$ cat config.mk
export PLATFORM = sky130hd
export DESIGN_NAME = rotation_aligner
export DESIGN_NICKNAME = d
export VERILOG_FILES = /design/src/rtl/rotation_aligner.sv
export SDC_FILE = /design/constraint.sdc
export NUM_CORES = 1
export LEC_CHECK = 0
export CAP_MARGIN = 15
export CORE_UTILIZATION = 40
export CTS_BUF_LIST = sky130_fd_sc_hd__clkbuf_4
export DETAILED_ROUTE_END_ITERATION = 8
export GPL_ROUTABILITY_DRIVEN = 0
export PLACE_DENSITY = 0.66
export REMOVE_ABC_BUFFERS = 1
export SETUP_SLACK_MARGIN = 0.4
export SLEW_MARGIN = 20
export SYNTH_ARGS = -nofsm -noshare
export SYNTH_HDL_FRONTEND = slang
export SYNTH_SLANG_ARGS = --single-unit
$ cat constraint.sdc
create_clock -name clk -period 5.9 [get_ports clk]
set_clock_uncertainty 0.2 [all_clocks]
set_input_delay 1.475 -clock clk [delete_from_list [all_inputs] [get_ports clk]]
set_output_delay 1.475 -clock clk [all_outputs]
set_load 0.01 [all_outputs]
$ cat src/rtl/rotation_aligner.sv
// rotation_aligner
//   Receive-side inverse of a barrel rotator. The input words were right-rotated
//   by an unknown fixed amount and framed with SYNC_PATTERN every FRAME_LEN words.
//   The block tries each rotation amount in turn. When a sync match appears, it
//   verifies that match over further frames and then locks. While locked it
//   outputs the payload words, left-rotated by the amount it found.
//
// Parameters
//   SYNC_PATTERN  sync word; it must differ from all 7 of its non-trivial rotations
//   FRAME_LEN     words per frame, word 0 is the sync word (legal range 2..16)
//   LOCK_COUNT    consecutive good syncs, first match included, needed to lock
//   LOSS_COUNT    consecutive missed syncs while locked that drop the lock
//
// Ports
//   clk           rising-edge clock
//   reset         asynchronous active-high reset
//   in_valid      data_in carries a word this cycle
//   data_in       rotated input word
//   data_out      de-rotated payload word (registered)
//   out_valid     data_out is valid for one cycle (payload words, locked only)
//   locked        high while in LOCKED
//   amount        current candidate or locked left-rotation amount
//   sync_err_cnt  saturating count of missed syncs while locked. Present only
//                 when ROTATION_ALIGNER_ERRCNT_EN is defined.
module rotation_aligner #(
  parameter logic [7:0]  SYNC_PATTERN = 8'hB8,
  parameter int unsigned FRAME_LEN    = 4,
  parameter int unsigned LOCK_COUNT   = 3,
  parameter int unsigned LOSS_COUNT   = 2
) (
  input  logic       clk,
  input  logic       reset,
  input  logic       in_valid,
  input  logic [7:0] data_in,
  output logic [7:0] data_out,
  output logic       out_valid,
  output logic       locked,
  output logic [2:0] amount
`ifdef ROTATION_ALIGNER_ERRCNT_EN
  ,
  output logic [7:0] sync_err_cnt
`endif
);

  typedef enum logic [1:0] {
    SEARCH,
    VERIFY,
    LOCKED
  } state_t;

  localparam logic [3:0] LAST_IDX = 4'(FRAME_LEN - 1);
  localparam logic [7:0] LOCK_TGT = 8'(LOCK_COUNT);
  localparam logic [7:0] LOSS_TGT = 8'(LOSS_COUNT);

  state_t      state;
  logic [3:0]  win_cnt;
  logic [3:0]  pos;
  logic [7:0]  good;
  logic [7:0]  miss;

  logic [15:0] dbl;
  logic [7:0]  corr;
  logic        match;
  logic [3:0]  pos_next;

  // The upper byte of the doubled word, shifted left, is the left rotation.
  always_comb begin
    dbl      = {data_in, data_in} << amount;
    corr     = dbl[15:8];
    match    = (corr == SYNC_PATTERN);
    pos_next = (pos == LAST_IDX) ? '0 : pos + 4'd1;
  end

  always_ff @(posedge clk or posedge reset) begin
    if (reset) begin
      state     <= SEARCH;
      win_cnt   <= '0;
      pos       <= '0;
      good      <= '0;
      miss      <= '0;
      amount    <= '0;
      data_out  <= '0;
      out_valid <= 1'b0;
      locked    <= 1'b0;
`ifdef ROTATION_ALIGNER_ERRCNT_EN
      sync_err_cnt <= '0;
`endif
    end else begin
      out_valid <= 1'b0;
      if (in_valid) begin
        unique case (state)
          SEARCH: begin
            if (match) begin
              pos <= 4'd1;
              if (LOCK_COUNT == 1) begin
                state  <= LOCKED;
                locked <= 1'b1;
                miss   <= '0;
`ifdef ROTATION_ALIGNER_ERRCNT_EN
                sync_err_cnt <= '0;
`endif
              end else begin
                state <= VERIFY;
                good  <= 8'd1;
              end
            end else if (win_cnt == LAST_IDX) begin
              amount  <= amount + 3'd1;
              win_cnt <= '0;
            end else begin
              win_cnt <= win_cnt + 4'd1;
            end
          end

          VERIFY: begin
            pos <= pos_next;
            if (pos == '0) begin
              if (match) begin
                if (good + 8'd1 == LOCK_TGT) begin
                  state  <= LOCKED;
                  locked <= 1'b1;
                  miss   <= '0;
`ifdef ROTATION_ALIGNER_ERRCNT_EN
                  sync_err_cnt <= '0;
`endif
                end else begin
                  good <= good + 8'd1;
                end
              end else begin
                // A match that does not repeat was a payload word. Move on
                // to the next amount so the search cannot settle on it again.
                state   <= SEARCH;
                amount  <= amount + 3'd1;
                win_cnt <= '0;
              end
            end
          end

          LOCKED: begin
            pos <= pos_next;
            if (pos != '0) begin
              data_out  <= corr;
              out_valid <= 1'b1;
            end else if (match) begin
              miss <= '0;
            end else begin
`ifdef ROTATION_ALIGNER_ERRCNT_EN
              if (sync_err_cnt != 8'hFF) sync_err_cnt <= sync_err_cnt + 8'd1;
`endif
              if (miss + 8'd1 == LOSS_TGT) begin
                state   <= SEARCH;
                locked  <= 1'b0;
                win_cnt <= '0;
                miss    <= '0;
              end else begin
                miss <= miss + 8'd1;
              end
            end
          end

          default: state <= SEARCH;
        endcase
      end
    end
  end

endmodule
==> results of run 1 <==
[logic make-up (layout without fill, tap and decap cells)]
logic type	after synthesis	in the layout	share of synthesized area (%)
AO/OA/AOI/OAI	73	73	17.3
XOR/XNOR	2	2	0.615
adder cells (fa/ha/maj)	11	11	4.83
buffers and inverters	33	49	5.67
flip-flops	39	39	34.3
multiplexers	36	36	16.5
AND/OR/NAND/NOR	116	116	20.8
[sequential cells by signal (all words and copies together) (netlist names), 2 cells and up]
register and flops:
amount 3, data_out 8, good 8, miss 8, pos 4, state 2, win_cnt 4
[critical path, delay by kind of cell]
| family | cells | cell delay (ps) |
|---|---|---|
| AO/OA/AOI/OAI | 3 | 850 |
| buffers and inverters | 1 | 490 |
| multiplexers | 2 | 670 |
| AND/OR/NAND/NOR | 2 | 880 |
[synth_stat cells, types with 8 or more instances]
| library cell | n |
|---|---|
| a21oi_1 | 8 |
| clkbuf_1 | 11 |
| dfrtp_1 | 39 |
| ha_1 | 11 |
| inv_1 | 16 |
| mux2_2 | 11 |
| mux2i_1 | 17 |
| nand2_1 | 45 |
| nand3_1 | 12 |
| nor2_1 | 13 |
| nor3_1 | 8 |
| o21ai_0 | 27 |
| o31ai_1 | 8 |
[through the flow]
| stage | setup WS [ps] | hold slack, ps |
|---|---|---|
| 4_1_cts | 1580 | 302 |
| 3_5_place_dp | 1210 | 275 |
| 3_3_place_gp | 1270 | 267 |
| 2_1_floorplan | 1860 | 264 |
| 5_1_grt | 1370 | 331 |
| 6_report | 1600 | 298 |
[routing by layer]
metal	track usage (%)	vias to the layer above	part of all wire (%)
li1	-	1169	-
met1	22.7	1117	48
met2	26.3	69	46
met3	3.05	11	4.8
met4	6.67	0	1.6
met5	0	-	0
[where the power goes]
group / internal [mW] / total, mW / switching, mW
clock network: 0.0488 / 0.140 / 0.0907
logic: 0.312 / 0.593 / 0.281
registers: 0.329 / 0.436 / 0.107
total: 0.690 / 1.17 / 0.479
[final cells by class]
cell class	count	area, um^2
timing repair buffer	25	245
fill	694	3670
tap	96	120
inverter	16	60.1
multi-input combinational	238	1710
clock inverter	2	7.51
sequential	39	976
clock buffer	6	45.0
[worst min path at each step]
stage	end	slack [ps]	cells past startpoint
after floorplan	miss[7]	260	2
after global placement	data_out[5]	270	2
after detailed placement	data_out[7]	270	2
after CTS	data_out[7]	300	2
after global routing	data_out[4]	330	2
final	data_out[7]	300	2
==> out/results.ini, run 1 <==
[outcome]
status=complete, no violations

[setup_path]
max_stage_delay_ps=640
startpoint_type=primary input
r2r_start=amount[1]
end_kind=register
worstSetupPathType=primary input to register
reg2reg_slack_ps=2240
r2r_end=miss[2]
cp.arrival_ps=4370
cp-endpoint=miss[2]
critPathSlowestCell=or4_4
worst-r2r-cell-count=7
worstSetupStartpoint=data_in[3]
worstPathRequired_ps=5960
worst-path-max-fanout=11
path_cells=clkdlybuf4s50_1 > mux2i_1 > or2b_1 > mux4_2 > or4_4 > o31a_1 > o21bai_1 > a21o_1

[route]
drt_wl_total_mm=5.76
wire_per_inst_um=13.7
vias=2366
ant_nets=0
drcViolationCount=0
firstDrtPassIters=4
drtIter0Drc=149
vias_per_cell=5.61

[clock_tree]
clk_path_buf_depth=2
postCtsHoldBufs=0
cts_max_level=2
cts_tree=yes
cts_buffers=5
insertion_delay_ps=350
cts_root_buf=clkbuf_4
cts.sinks=39
cts-resized-gates=0
post_cts.repair.setup_buffers=0
clkTransAtPathRegs_ps=120

[placed_design]
dpl_cell_area_um2=3110
dp_hpwl_mm=4.09
io_buffers=23
dp_cells=414

[timing]
timing.fmax_mhz=232
grt_setup_unrepaired=false
final-setup-viol-count=0
hold_viol=0
worstMarginPinSlew_ps=922
relSlewSlack_pct=38.4
min_period_over_period_pct=73.0
tns_ps=0
final-max-slew-violation-count=0
fin_crit_ps=4300

[synth]
synth-edff-count=0
ys_seq_elements=39
synth_area_um2=2850
yosysWarningCount=0
synth_async_sr_flop_share_pct=100
synth_area_leaders=dfrtp_1, mux2i_1, nand2_1, ha_1, o21ai_0
synth.distinct_cells=52
syn-mean-instance-area_um2=9.19
synth_flop_cell=dfrtp_1
ys_seq_area_share_pct=34.3
synth_top_area_share_pct=34.3
synthCells=310
yosysTopAreaCell=dfrtp_1

[cells_and_area]
post-route-util_pct=46.3
num_antenna_cells=0
mostFrequentLayoutCells=nand2_1, dfrtp_1, o21ai_0
final_nets=347
final_common_cell=nand2_1
stdcell_count=422
syn2layout_area_growth_pct=11.1
drive_gt1_share_pct=9.51
design_area_um2=3160

[grt]
antenna_found_initial=0
grt_pass1_wl_mm=10.0
grt_overflow=0
grt_max_degree=40
grt_pass1_vias=2183
grt_use_total_pct=16.7

[worst_hold_path]
hold_path.startpoint=data_out[7]
worstHoldPathType=register to register

[floorplanning]
pin_count=24
die_x_um=86.4
start_util_pct=41.7
die_area_um2=7460
fp.dieH_um=86.4
row_count=30
core_area_um2=6830

[power]
p_total_mw=1.17
power_density_nw_per_um2=369
p_leak_nw=1.33
ir_worst_vdd_mv=0.227

[flow_run]
drv_cap=0

(Power assumes the default switching activity.)
==> inputs of run 2 (changes only) <==
--- a/config.mk
+++ b/config.mk
@@ -10,7 +10,7 @@
 export CTS_BUF_LIST = sky130_fd_sc_hd__clkbuf_4
 export DETAILED_ROUTE_END_ITERATION = 8
 export GPL_ROUTABILITY_DRIVEN = 0
-export PLACE_DENSITY = 0.66
+export PLACE_DENSITY = 0.68
 export REMOVE_ABC_BUFFERS = 1
 export SETUP_SLACK_MARGIN = 0.4
 export SLEW_MARGIN = 20
==> constraint.sdc (replaced) <==
create_clock -name clk -period 3.8 [get_ports clk]
set_clock_uncertainty 0.2 [all_clocks]
set_input_delay 0.95 -clock clk [delete_from_list [all_inputs] [get_ports clk]]
set_output_delay 0.95 -clock clk [all_outputs]
set_load 0.01 [all_outputs]
==> run 2 against run 1 <==
Compared with the run above:
- global-route usage increased by 1.1 points
- power increased by 82%
- via count increased by 4.4%
- hold slack got worse by 6.0 ps
- clock power increased by 99%
- die area unchanged
- combinational power increased by 110%
- count of clock-buffer cells in the layout decreased by 1
- register-to-register slack got worse by 1700 ps
==> out/results.ini, run 2 (same netlist as run 1, synthesis figures left out) <==
[outcome]
status=complete, no violations  ; unchanged

[placed_design]
dp_cells=445  ; was 414
dp_hpwl_mm=4.52  ; was 4.09 mm
dpl_cell_area_um2=3340  ; was 3110 um^2
io_buffers=23  ; unchanged

[setup_path]
end_kind=register  ; unchanged
worstPathRequired_ps=3840  ; was 5960 ps
reg2reg_slack_ps=570  ; was 2240 ps
worst-path-max-fanout=6  ; was 11
startpoint_type=primary input  ; unchanged
worstSetupPathType=primary input to register  ; unchanged
cp.arrival_ps=3340  ; was 4370 ps

[cells_and_area]
syn2layout_area_growth_pct=23.0  ; was 11.1%
drive_gt1_share_pct=24.2  ; was 9.51%
final_common_cell=nand2_1  ; unchanged
fill_cells=654  ; was 694
final_nets=384  ; was 347
regArea_um2=980  ; was 976 um^2
multi_input_area_um2=1770  ; was 1710 um^2
mostFrequentLayoutCells=nand2_1, dfrtp_1, buf_4  ; was nand2_1, dfrtp_1, o21ai_0
num_antenna_cells=0  ; unchanged
top_regs=data_out: 8 flops, good: 8 flops, miss: 8 flops  ; unchanged
post-route-util_pct=51.3  ; was 46.3%
stdcell_count=459  ; was 422
design_area_um2=3500  ; was 3160 um^2

[clock_tree]
postCtsHoldBufs=0  ; unchanged
cts_root_buf=clkbuf_4  ; unchanged
cts.sinks=39  ; unchanged
clk_path_buf_depth=2  ; unchanged
cts_tree=yes  ; unchanged
insertion_delay_ps=350  ; about the same
cts_max_level=2  ; unchanged
clkTransAtPathRegs_ps=120  ; about the same
cts_buffers=5  ; unchanged

[route]
wire_per_inst_um=13.7  ; about the same
drcViolationCount=0  ; unchanged
vias=2471  ; was 2366
drt_wl_total_mm=6.28  ; was 5.76 mm
firstDrtPassIters=4  ; unchanged
drtIter0Drc=141  ; was 149
vias_per_cell=5.38  ; was 5.61
ant_nets=0  ; unchanged

[grt]
grt_pass1_wl_mm=10.8  ; was 10.0 mm
antenna_found_initial=0  ; unchanged
grt_pass1_vias=2323  ; was 2183
grt_overflow=0  ; unchanged
grt_use_total_pct=17.9  ; was 16.7%
grt_use_met3_pct=2.67  ; was 3.05%
grt_max_degree=40  ; unchanged
use_met1_pct=23.1  ; was 22.7%
use_met2_pct=31.0  ; was 26.3%
grt.busiest_layer=met2  ; unchanged

[power]
p_leak_nw=1.51  ; was 1.33 nW
ir_worst_vdd_mv=0.373  ; was 0.227 mV
power_density_nw_per_um2=609  ; was 369 nW/um^2

[timing]
timing.fmax_mhz=303
relSlewSlack_pct=58.6  ; was 38.4%
final-setup-viol-count=0  ; unchanged
hold_viol=0  ; unchanged
fin_crit_ps=3300
worstMarginPinSlew_ps=622  ; was 922 ps
final-max-slew-violation-count=0  ; unchanged
min_period_over_period_pct=86.9
grt_setup_unrepaired=false  ; unchanged

[floorplanning]
fp.dieH_um=86.4  ; unchanged
pin_count=24  ; unchanged
row_count=30  ; unchanged
start_util_pct=41.7  ; unchanged
die_x_um=86.4  ; unchanged
die_area_um2=7460  ; unchanged
core_area_um2=6830  ; unchanged

[worst_hold_path]
worstHoldPathType=register to register  ; unchanged

[flow_run]
drv_cap=0  ; unchanged

-- run 2: changes by cell type in the layout (fill, tap and decap cells not counted), sizes merged --
cell / delta
buf: +40
bufinv: +1
clkbuf: +4
clkdlybuf4s50: -8
-- run 2: worst max-delay path, stage by stage --
cell and delay, ps:
clkbuf_2 110, buf_4 150, mux2i_4 160, buf_4 140
nor4b_1 40, nor4_1 590, or4_4 290, a21oi_1 50
buf_4 170, or3_1 380, o311ai_0 320
-- run 2: final timing paths --
| kind | endpoint | cells after the start | from |
|---|---|---|---|
| max | win_cnt[2] | 11 | data_in[2] |
| min | data_out[1] | 2 | data_out[1] |
| max reg2reg | miss[2] | 8 | amount[1] |
| min reg2reg | data_out[1] | 2 | data_out[1] |
| max in group asynchronous | amount[1] | 3 | reset |
| min in group asynchronous | good[1] | 3 | reset |
-- run 2: timing repair --
| item | CTS | global route |
|---|---|---|
| gates resized for setup | 25 | 20 |
| buffers inserted | 1 | 5 |
| pin swaps | 2 | 4 |
| setup endpoints to repair | 30 | 24 |
| gates cloned | 0 | 0 |
-- run 2: cell type report --
type	instances	area share [%]
tap	96	3.43
sequential	39	28.0
timing repair buffer	62	14.1
multi-input combinational	238	50.6
inverter	16	1.71
clock inverter	3	1.11
clock buffer	5	1.07
-- run 2: per-stage QoR --
stage	power (mW)	hold WS, ps	setup TNS (ps)	setup slack [ps]
after floorplan	1.32	264	0	281
after global routing	2.30	325	0	412
after CTS	2.05	299	0	404
after global placement	1.71	267	-1860	-214
after detailed placement	1.73	270	-3980	-311
final	2.13	292	0	499
-- run 2: layer usage --
metal  wire (um)  up-vias  part of all wire, %
met3         182        7                  2.9
met2        3080       31                   49
li1            -     1249                    -
met4          72        0                  1.1
met1        2950     1184                   47
met5           0        -                    0
-- run 2: where the power goes --
part	internal [mW]	switching (mW)	leakage, nW
Sequential	0.515	0.122	0.498
Combinational	0.661	0.555	0.969
Clock	0.135	0.143	0.0426
Total	1.31	0.820	1.51
==> inputs of run 3 (changes only) <==
--- a/config.mk
+++ b/config.mk
@@ -10,6 +10,7 @@
 export CTS_BUF_LIST = sky130_fd_sc_hd__clkbuf_4
 export DETAILED_ROUTE_END_ITERATION = 8
 export GPL_ROUTABILITY_DRIVEN = 0
+export GPL_TIMING_DRIVEN = 0
 export PLACE_DENSITY = 0.68
 export REMOVE_ABC_BUFFERS = 1
 export SETUP_SLACK_MARGIN = 0.4
==> run 3 against run 2 <==
Compared with the run above:
- combinational power fell by 19%
- hold slack got worse by 0.78 ps
- wire length fell by 8.0%
- die area did not move
- critical path depth fell by 3
- maximum frequency fell by 1.9%
- register-to-register slack got worse by 50 ps
- worst setup slack got worse by 62 ps
- final cell count fell by 7.2%
- sequential cell count did not move
- power fell by 9.0%
- critical path type unchanged
==> out/results.ini, run 3 (same netlist as run 1, synthesis figures left out) <==
[setup_path]
worstPathRequired_ps=3830  ; was 3840 ps
r2r_start=amount[0]  ; was amount[1]
r2r_end=win_cnt[1]  ; was miss[2]
cp.arrival_ps=3390  ; was 3340 ps
startpoint_type=primary input  ; unchanged
end_kind=register  ; unchanged
worst-r2r-cell-count=7  ; was 8
reg2reg_slack_ps=520  ; was 570 ps
critPathSlowestCell=or4_4  ; was nor4_1
worst-path-max-fanout=7  ; was 6
max_stage_delay_ps=600  ; was 590 ps
path_cells=buf_2 > mux4_2 > mux2i_1 > or2b_1 > or4_4 > a41oi_4 > nor3_4 > mux2_4  ; was clkbuf_2 > buf_4 > mux2i_4 > buf_4 > nor4b_1 > nor4_1 > or4_4 > a21oi_1 > buf_4 > or3_1 > o311ai_0
worstSetupPathType=primary input to register  ; unchanged

[grt]
grt_max_degree=22  ; was 40
grt_pass1_wl_mm=10.0  ; was 10.8 mm
grt_overflow=0  ; unchanged
grt_use_total_pct=16.5  ; was 17.9%
grt_pass1_vias=2221  ; was 2323
antenna_found_initial=0  ; unchanged

[floorplanning]
die_area_um2=7460  ; unchanged
fp.dieH_um=86.4  ; unchanged
pin_count=24  ; unchanged
row_count=30  ; unchanged
core_area_um2=6830  ; unchanged
start_util_pct=41.7  ; unchanged
die_x_um=86.4  ; unchanged

[placed_design]
dp_hpwl_mm=4.18  ; was 4.52 mm
place_ws_ps=-897  ; was -311 ps
io_buffers=23  ; unchanged
dpl_cell_area_um2=3120  ; was 3340 um^2

[cells_and_area]
drive_gt1_share_pct=16.4  ; was 24.2%
final_nets=351  ; was 384
final_common_cell=nand2_1  ; unchanged
mostFrequentLayoutCells=nand2_1, dfrtp_1, o21ai_0  ; was nand2_1, dfrtp_1, buf_4
num_antenna_cells=0  ; unchanged
design_area_um2=3250  ; was 3500 um^2
syn2layout_area_growth_pct=14.0  ; was 23.0%
top_regs=data_out: 8 flops, good: 8 flops, miss: 8 flops  ; unchanged

[timing]
min_period_over_period_pct=88.5  ; was 86.9%
fin_crit_ps=3360  ; was 3300 ps
fin_ws_ps=437  ; was 499 ps
grt_setup_unrepaired=false  ; unchanged
final-setup-viol-count=0  ; unchanged
timing.fmax_mhz=297  ; was 303 MHz
final-max-slew-violation-count=0  ; unchanged
hold_viol=0  ; unchanged
tns_ps=0  ; unchanged
relSlewSlack_pct=47.1  ; was 58.6%
worstMarginPinSlew_ps=791  ; was 622 ps

[route]
drtIter0Drc=101  ; was 141
drcViolationCount=0  ; unchanged
ant_nets=0  ; unchanged
vias=2398  ; was 2471
vias_per_cell=5.63  ; was 5.38
drt_wl_total_mm=5.78  ; was 6.28 mm
firstDrtPassIters=4  ; unchanged
wire_per_inst_um=13.6  ; was 13.7 um

[clock_tree]
insertion_delay_ps=340  ; was 350 ps
cts.sinks=39  ; unchanged
clkTransAtPathRegs_ps=120  ; about the same
cts_buffers=5  ; unchanged
cts_root_buf=clkbuf_4  ; unchanged
clk_path_buf_depth=2  ; unchanged
cts_tree=yes  ; unchanged
cts_max_level=2  ; unchanged

[worst_hold_path]
hold_depth=2  ; unchanged
holdPathEnd=data_out[1]  ; unchanged
worstHoldPathType=register to register  ; unchanged
hold_path.startpoint=data_out[1]  ; unchanged

[outcome]
status=complete, no violations  ; unchanged

[power]
p_leak_nw=1.39  ; was 1.51 nW
power_density_nw_per_um2=598  ; was 609 nW/um^2
ir_worst_vdd_mv=0.337  ; was 0.373 mV

[flow_run]
drv_cap=0  ; unchanged

run 3: cell types whose count changed in the layout (fill, tap and decap cells not counted), moves of 3 or more:
cell,before,now
clkbuf_2,5,0
mux2i_4,4,0
mux2i_2,3,0
mux2i_1,10,17
buf_4,38,4
buf_2,3,8
run 3: critical path: cells and delay by family:
kind,cells,cell delay [ps]
AO/OA/AOI/OAI,1,340
buffers and inverters,1,130
multiplexers,3,980
AND/OR/NAND/NOR,3,980
run 3: metrics by stage:
stage          util [%]  hold WS [ps]  std cells  power (mW)
6_report           47.5           291        426        1.94
3_5_place_dp       45.7           271        413        1.60
5_1_grt            47.5           327        426        2.11
4_1_cts            47.3           299        425        1.94
2_1_floorplan         -           264        293        1.32
3_3_place_gp       45.3           267        412        1.58
run 3: where the power goes:
part | internal [mW] | switching [mW]
Sequential | 0.519 | 0.156
Combinational | 0.518 | 0.475
Clock | 0.135 | 0.137
run 3: repair_timing:
item                       CTS  global route
resized for setup           44             3
cloned                       0             0
buffers inserted             4             1
hold buffers                 0             0
pin swaps                    4             1
setup endpoints to repair   30            11
run 3: worst max-delay path by stage:
stage	startpoint	end	slack [ps]	depth (start not counted)
3_5_place_dp	data_in[5]	good[5]	-900	8
5_1_grt	data_in[3]	win_cnt[1]	410	8
4_1_cts	amount[0]	win_cnt[1]	420	7
2_1_floorplan	data_in[5]	good[5]	280	7
3_3_place_gp	data_in[5]	good[5]	-860	8
6_report	data_in[3]	win_cnt[1]	440	8
run 3: layout make-up:
| type | count | area (um^2) |
|---|---|---|
| inverters | 16 | 60.1 |
| clock inverters | 3 | 38.8 |
| repair buffers | 29 | 259 |
| fillers | 663 | 3580 |
| well taps | 96 | 120 |
| multi-input cells | 238 | 1750 |
| flip-flops and latches | 39 | 983 |
| clock buffers | 5 | 37.5 |
run 3: layer usage:
metal / track usage, % / part of all wire [%] / vias to the layer above
met5: 0 / 0 / -
met4: 4.24 / 0.80 / 0
met3: 3.24 / 3.0 / 4
met2: 28.1 / 48 / 39
met1: 21.5 / 48 / 1177
li1: - / - / 1178
==> edit (config.mk and constraints of run 3) <==
Make the reset (`reset`) synchronous in one clocked block. Comments in the files are not updated.
--- a/src/rtl/rotation_aligner.sv
+++ b/src/rtl/rotation_aligner.sv
@@ -71,7 +71,7 @@
     pos_next = (pos == LAST_IDX) ? '0 : pos + 4'd1;
   end
 
-  always_ff @(posedge clk or posedge reset) begin
+  always_ff @(posedge clk) begin
     if (reset) begin
       state     <= SEARCH;
       win_cnt   <= '0;
Check against the original RTL: differs if reset is asserted again (counterexample within 10 cycles, from zero or initial values and one cycle with reset high); with reset held inactive, the same outputs for 10 cycles.
==> edit against run 3 <==
- cell count increased by 4.9%
- highest routed layer unchanged
- worst setup slack improved by 77 ps
- routed wire length increased by 17%
- largest cell class unchanged
- final area decreased by 1.3%
- first-iteration DRC count increased by 51%
- area after synthesis decreased by 1.8%
- synthesized cell count increased by 11%
- via count increased by 11%
- worst hold slack got worse by 4.6 ps
- sequential cell count unchanged
- global-route usage increased by 2.3 points
Power is not compared: it rests on default switching activity, and its combinational part moved more than twofold at a synthesized area within 25%.
==> edit: results (changes against run 3) <==
wire per inst 15.1 um (+12%); Met2 Routed Length 3180 um (+15%); Adder-Cell Fraction of Synth Area 4.92% (+0.091 points); dpl cell area 0.00302 mm2 (-3.4%); mux cell area share after synthesis 11.1% (-5.4 points); vias in the first global route 2325 (+4.7%); Post CTS Setup Buffer Count 7 (+3); nets 388 (+11%); Cell variety after synth 61 (+17%); Req. time, crit path 3890 ps (+60 ps); CP Launch Point data_in[0]; final WL 6770 um (+17%); Global Route met1 Usage 26.2% (+4.7 points); Compound-Gate Fraction of Synth Area 24.9% (+7.6 points); FILL cells 671 (+1.2%); worst setup path end miss[6]; sequential cell area fraction in the yosys report 27.9% (-6.3 points); FF-to-FF Start miss[0]; outcome finished clean; grt met2 use 29.8% (+1.7 points); Min-Delay Startpoint miss[7]; placed cells 426 (+3.1%); Reg2Reg Depth 10 (+3); vias per cell 5.94 (+5.4%); crit path time final 3290 ps (-76.8 ps); DPL Wire Length 4480 um (+7.2%); Met1 Wirelength 3370 um (+20%); Setup WS pre-CTS -359 ps (+538 ps); Post-synth top cells 39 x dfxtp_1, 32 x nor2_1, 29 x nand2_1; reg-to-reg critical path endpoint win_cnt[3]; XOR/XNOR Fraction of Synth Area 1.25% (+0.64 points); first-pass GRT wire length 11200 um (+11%); Avg Inst Size Synth 8.10 um2 (-12%); met3 WL 168 um (-2.9%)
## edit: changes by cell type after synthesis, moves of 6 or more
cell | run 3 | this run
a211oi_1 | 0 | 13
a21oi_1 | 8 | 18
a32o_1 | 0 | 6
and3_1 | 0 | 7
dfrtp_1 | 39 | 0
dfxtp_1 | 0 | 39
mux2_2 | 11 | 5
nand2_1 | 45 | 29
nor2_1 | 13 | 32
o21ai_0 | 27 | 19
## edit: cell type report
cell class / instances / area, um2 / area share (%)
Clock inverter: 3 / 15.0 / 0.469
Multi-Input combinational cell: 269 / 1890 / 59.1
Inverter: 16 / 60.1 / 1.88
Clock buffer: 5 / 37.5 / 1.17
Sequential cell: 39 / 785 / 24.5
Timing Repair Buffer: 35 / 313 / 9.77
Tap cell: 80 / 100 / 3.13
## edit: critical path: stages
cell           delay [ps]
dlygate4sd2_1         300
mux4_2                530
mux2i_4               190
o21ai_2               110
nand4b_4              260
o31a_1                360
or4_1                 510
a21oi_1               140
